$ cat src/rtl/mem_arbiter.sv
// Two-port (fetch / data) arbiter onto one shared single-cycle memory port.
// Data wins by default; a fetch that has waited STARVE_LIMIT cycles takes the port.
//
// state   | meaning
// NONE    | no read response this cycle
// RESP_IF | mem_rdata belongs to the fetch read granted last cycle
// RESP_D  | mem_rdata belongs to the data load granted last cycle
module mem_arbiter #(
  parameter int unsigned STARVE_LIMIT = 4
) (
  input  logic        clk,
  input  logic        rst,
  input  logic        if_req,
  input  logic [31:0] if_addr,
  output logic        if_gnt,
  output logic        if_rvalid,
  output logic [31:0] if_rdata,
  input  logic        d_req,
  input  logic        d_rw,
  input  logic [31:0] d_addr,
  input  logic [31:0] d_wdata,
  input  logic [3:0]  d_wmask,
  output logic        d_gnt,
  output logic        d_rvalid,
  output logic [31:0] d_rdata,
  output logic        mem_ena,
  output logic        mem_rw,
  output logic [31:0] mem_addr,
  output logic [31:0] mem_wdata,
  output logic [3:0]  mem_wmask,
  input  logic [31:0] mem_rdata,
  output logic        stall_if,
  output logic        stall_mem
);

  localparam logic       MEM_READ = 1'b0;
  localparam logic [2:0] LIMIT    = 3'(STARVE_LIMIT);

  typedef enum logic [1:0] {
    NONE    = 2'd0,
    RESP_IF = 2'd1,
    RESP_D  = 2'd2
  } resp_state_t;

  resp_state_t state, state_nxt;
  logic [2:0]  starve_cnt, starve_nxt;

  always_ff @(posedge clk) begin
    if (!rst) begin
      state      <= NONE;
      starve_cnt <= 3'd0;
    end else begin
      state      <= state_nxt;
      starve_cnt <= starve_nxt;
    end
  end

  // Everything is gated by rst so outputs read zero throughout reset.
  always_comb begin
    if_gnt     = 1'b0;
    d_gnt      = 1'b0;
    if_rvalid  = 1'b0;
    if_rdata   = 32'd0;
    d_rvalid   = 1'b0;
    d_rdata    = 32'd0;
    mem_ena    = 1'b0;
    mem_rw     = MEM_READ;
    mem_addr   = 32'd0;
    mem_wdata  = 32'd0;
    mem_wmask  = 4'd0;
    stall_if   = 1'b0;
    stall_mem  = 1'b0;
    state_nxt  = NONE;
    starve_nxt = 3'd0;

    if (rst) begin
      if (if_req && starve_cnt == LIMIT) begin
        if_gnt = 1'b1;
      end else if (d_req) begin
        d_gnt = 1'b1;
      end else if (if_req) begin
        if_gnt = 1'b1;
      end

      if (if_gnt) begin
        mem_ena  = 1'b1;
        mem_addr = if_addr;
      end else if (d_gnt) begin
        mem_ena   = 1'b1;
        mem_rw    = d_rw;
        mem_addr  = d_addr;
        mem_wdata = d_wdata;
        mem_wmask = d_wmask;
      end

      case (state)
        RESP_IF: begin
          if_rvalid = 1'b1;
          if_rdata  = mem_rdata;
        end
        RESP_D: begin
          d_rvalid = 1'b1;
          d_rdata  = mem_rdata;
        end
        default: ;
      endcase

      if (if_gnt) begin
        state_nxt = RESP_IF;
      end else if (d_gnt && d_rw == MEM_READ) begin
        state_nxt = RESP_D;
      end

      if (if_req && !if_gnt) begin
        starve_nxt = (starve_cnt < LIMIT) ? starve_cnt + 3'd1 : starve_cnt;
      end

      stall_if  = if_req & ~if_gnt;
      stall_mem = d_req & ~d_gnt;
    end
  end

endmodule

$ cat config.mk
export PLATFORM = sky130hd
export DESIGN_NAME = mem_arbiter
export DESIGN_NICKNAME = d
export VERILOG_FILES = /design/src/rtl/mem_arbiter.sv
export SDC_FILE = /design/constraint.sdc
export NUM_CORES = 1
export LEC_CHECK = 0
export CAP_MARGIN = 30
export CORE_AREA = 2 2 106 108
export CTS_CLUSTER_DIAMETER = 200
export DETAILED_ROUTE_END_ITERATION = 6
export DIE_AREA = 0 0 108 110
export PLACE_DENSITY_LB_ADDON = 0.08
export SYNTH_ARGS = -nofsm -noshare
export SYNTH_HDL_FRONTEND = slang
export SYNTH_SLANG_ARGS = --single-unit
$ cat constraint.sdc
create_clock -name clk -period 3.4 [get_ports clk]
set_input_delay 1.02 -clock clk [delete_from_list [all_inputs] [get_ports clk]]
set_output_delay 1.02 -clock clk [all_outputs]
set_load 0.02 [all_outputs]
## Word level (Yosys, flattened, before mapping)

Index checks and enable logic that the tools add are counted.

- Register bits after elaboration: 5
- Bits in latches: 0
- Bits in writable memories: 0
- Memory bits (read-only): 0
- Bits of input ports: 137
- Output and inout bits: 140
- Word-level logic and storage cells: 56
- Memories: 0

- Add/subtract/negate cells: 1
- $mul: 0
- Divide/modulo/power cells: 0
- Order comparisons: 1
- Equal/unequal tests: 3
- Shifts and indexed selects: 0
- Mux-type cells: 36
- Bitwise operators: 6
- Reduce and logical (&&, ||, !) cells: 6

Operators with widths:

| cell | count |
|---|---|
| 2-to-1 mux 32 bit | 10 |
| 2-to-1 mux 1 bit | 22 |
| 2-to-1 mux 4 bit | 3 |
| inverter 1 bit | 4 |
| adder 3 x 1 -> 3 bit, second input constant | 1 |
| == test 3 bit, second input constant | 1 |
| logical AND 1 bit | 3 |
| < comparator 3 bit, second input constant | 1 |
| bitwise AND 1 bit | 2 |
| == test 2 x 1 -> 1 bit, second input constant | 1 |
| == test 2 bit, second input constant | 1 |
| 2-to-1 mux 2 bit | 1 |
| AND reduction 2 bit | 1 |
| OR reduction 2 bit | 1 |
| zero test 1 bit | 1 |

## Logic depth before layout (Yosys ltp)

- Depth after elaboration: 7
- Gate-level depth with buffers: 6
- Depth with buffers taken out: 5

## Least setup slack after synthesis

OpenSTA, ideal clock, no wires.

- Path kind: in2out
- Start: input port if_req
- End: output port mem_addr[22]
- Data arrival time: 1.794 ns
- Required time: 2.380 ns
- Setup slack: 0.586 ns
- Cell stages on the path: 4
- Path buffers: 1
- Cells stage by stage: nand2_1 > a21oi_2 > buf_2 > a22o_1

- Word-level cells in the longest chain between the ends: 6
- Elaborated cells on any way between the ends: 10
- Those cells by class: mux: 9; reduce/logical: 1

Ends and longest elaborated chain:

| what | line | text |
|---|---|---|
| from (decl) | 13 | `input logic if_req,` |
| 2-to-1 mux 1 bit or logical AND 1 bit (tied branches) | 81, 77 |  |
| 2-to-1 mux 1 bit (on tied branches) | 79, 77 |  |
| 2-to-1 mux 1 bit (on tied branches) | 77, 76 |  |
| 2-to-1 mux 1 bit or 2-to-1 mux 32 bit (tied branches) | 76, 88 |  |
| 2-to-1 mux 32 bit (*) | 85 | `if (if_gnt) begin` |
| 2-to-1 mux 32 bit (*) | 76 | `if (rst) begin` |
| to (decl) | 28 | `output logic [31:0] mem_addr,` |

Every way passes the cells marked *; elsewhere a longest branch is shown, timed or not. The select of a mux whose other input is x is not followed.

## Worst setup path in the final report

- Start: input port rst
- End: output port mem_wdata[26]

- Word-level cells in the longest chain between the ends: 1

Ends and longest elaborated chain:

| what | line | text |
|---|---|---|
| from (decl) | 12 | `input logic rst,` |
| 2-to-1 mux 32 bit | 76 |  |
| to (decl) | 29 | `output logic [31:0] mem_wdata,` |

Every way passes these cells.

==> results by group <==
Synth
  • Commonest cells post-synth: and2_1 (101), a22o_1 (32), buf_6 (8)
  • EDFF count, synth: 0
  • Syn Area/Cell: 7.278 sq um
  • Post-synthesis adder-cell area fraction: 0.01910
  • Compound-Gate Fraction of Synth Area: 0.2464
  • Post-synthesis mux area share: 0.007641
  • Cell variety after synth: 21
  • Post-synth top area share: 0.4823
  • Share of flip-flops with an asynchronous set or reset: 0
  • #FFs+latches synth: 5
  • Largest family of logic cells by synthesized area: simple AND/OR/NAND/NOR gates
  • Cells after Synth: 180
  • Area share of xor/xnor cells in the synthesized design: 0.006686
  • Top cells by area, synth: and2_1 (48%), a22o_1 (21%), dfxtp_1 (7.6%)
  • Most instantiated library cell after synthesis: and2_1
  • Synth Cell Area: 0.001310 sq mm
  • Ys flop type: dfxtp_1
  • Top cell type by total area after synthesis: and2_1
  • Seq/Total Area, Yosys: 0.07641
  • Yosys warns: 0
  • Simple-gate share of the synthesized area: 0.5358
  • Syn nets: 319

STA
  • Pin slew with the least headroom to its limit: 0.2956 ns
  • Fmax: 299.1 MHz
  • Max_slew headroom: 0.8026
  • Setup WS post-layout: 0.05686 ns
  • Skew final: 0.001740 ns
  • Fin crit share: 0.9833
  • Setup TNS: 0 ns
  • Setup violators final: 0
  • Final Max Slew Viols: 0
  • Final hold vios: 0
  • Crit path time final: 3.343 ns

Critical path
  • FF-to-FF End: state[1]
  • Worst Path Required: 2.38 ns
  • WS Path Type: primary input to output port
  • Max Fanout on Critical Path: 20
  • Reg-to-reg setup timing slack: 2.01 ns
  • Worst r2r path cells: 6
  • Crit. End Element: output port
  • Worst setup endpoint: mem_wdata[26]
  • FF-to-FF Start: starve_cnt[0]
  • Startpoint class of the critical path: primary input
  • WP data arrival: 2.32 ns
  • Critical path startpoint: rst

Global routing
  • Initial antenna violation count: 1
  • Largest net degree at the start of global routing: 34
  • Vias in the first global route: 2101
  • Overall Global Routing Usage: 0.1175
  • First-pass GRT wire length: 10960 microns
  • Grt ovf: 0

Die
  • Row count: 38
  • Total Die Area: 0.01188 sq mm
  • Die H: 110 microns
  • Starting Density: 0.1225
  • Core footprint: 0.01070 sq mm
  • Width of the die: 108 microns
  • Ports: 277

Final layout
  • Share of cells above drive strength 1: 0.1466
  • Area grow syn2layout: 211.0%
  • Nets: 597
  • Fillers: 1152

Route
  • Post-Route WL: 8100 microns
  • First-pass DRT Iterations: 4
  • Antenna-violating nets left: 0
  • # DRC: 0
  • DR iter-0 viols: 43
  • Vias/cell: 3.888
  • Avg WL per Cell: 13.55 microns
  • Via count: 2325

CTS
  • TritonCTS clock tree: done
  • Clock slew at reported path FFs: 0.04 ns
  • CTS buffer count: 3
  • # clock sinks: 5
  • Clock root buffer: clkbuf_8
  • Clk Latency, worst-skew pair: 0.22 ns
  • Hold_buf cts: 0
  • CTS max path bufs: 2
  • Htree depth: 1

Power and ir drop
  • P_leak: 2.098 nW
  • Peak VDD IR: 0.00005595 V
  • Pwr Density: 138.7 mW/mm^2

Min path
  • Type of the most critical hold path: flop to flop
  • Hold_sp: starve_cnt[1]

Placed design
  • Post-place setup slack: -0.5368 ns
  • Routability Congestion: 0.7086
  • DP Wirelength: 6771 microns
  • IO Port Bufs: 276

Run
  • Max cap viols: 0

Outcome
  • Status: finished, final reports clean
[cell families (layout without fill, tap and decap cells)]
kind of cell / count (synthesis) / in the layout
buffers and inverters: 20 / 297
and+or+nand+nor: 115 / 115
xor gates and xnor gates: 1 / 1
DFF: 5 / 5
adders and majority gates: 2 / 2
other: 0 / 1
muxes: 1 / 1
AOI/OAI and AO/OA: 36 / 36
[what timing repair did]
action | CTS | global route
endpoints found under the setup margin | 140 | 69
gates resized for setup | 171 | 87
buffers inserted | 1 | 3
pin swaps | 1 | 0
gates cloned | 1 | 1
[registers in the layout, indices dropped and copies added, names as in the netlist]
name        cells
state           2
starve_cnt      3
[power breakdown]
part	internal (mW)	leakage, nW	switching [mW]
combinational	0.237	2.03	0.158
clock	0.0804	0.0228	0.0283
sequential	0.0606	0.0408	0.000956
[layout make-up]
class                           count  area (sq um)  area share
Timing Repair Buffer              290          2671      0.6557
Antenna cell                        1         2.502   0.0006143
Multi-Input combinational cell    155          1069      0.2623
Sequential cell                     5         100.1     0.02457
Tap cell                          140         175.2     0.04300
Clock buffer                        4         45.04     0.01106
Inverter                            3         11.26    0.002764
[worst max-delay path: stages]
cell,delay [ns]
dlygate4sd2_1,0.28
nand2_2,0.08
a31oi_4,0.17
buf_4,0.17
buf_12,0.14
and2_1,0.12
dlygate4sd2_1,0.33
[cells in the final DEF, fill, tap and decap left out, types with 5 or more instances in the layout]
master / Yosys / layout
clkdlybuf4s15_1: 0 / 21
nor2_1: 6 / 6
dlygate4sd2_1: 0 / 72
buf_4: 0 / 6
dfxtp_1: 5 / 5
clkbuf_2: 0 / 45
a22o_1: 32 / 32
buf_12: 0 / 6
and2_1: 101 / 101
clkdlybuf4s50_1: 0 / 135
[worst min path at each step]
stage,endpoint,slack (ns),depth (start not counted)
finish,starve_cnt[1],0.53,2
floorplan,starve_cnt[1],0.49,2
detailed placement,starve_cnt[1],0.53,2
global placement,starve_cnt[1],0.50,2
CTS,starve_cnt[1],0.54,2
global route,starve_cnt[1],0.59,2
[layer usage]
layer / GRT usage / up-vias / wire length, microns
li1: - / 1162 / -
met1: 0.1027 / 1001 / 2387
met2: 0.2363 / 160 / 4380
met3: 0.05820 / 2 / 1285
met4: 0.03022 / 0 / 47
met5: 0 / - / 0
[per-stage QoR]
stage	util	area, sq um	power [mW]	cells	hold WS (ns)
2_1_floorplan	-	1310	0.2093	180	0.4905
3_3_place_gp	0.3964	4240	0.4907	587	0.5049
3_5_place_dp	0.3964	4240	0.4914	587	0.5292
4_1_cts	0.3920	4194	0.5726	593	0.5379
5_1_grt	0.3806	4071	0.6013	597	0.5893
6_report	0.3808	4074	0.5651	598	0.5310
(Power assumes the default switching activity.)
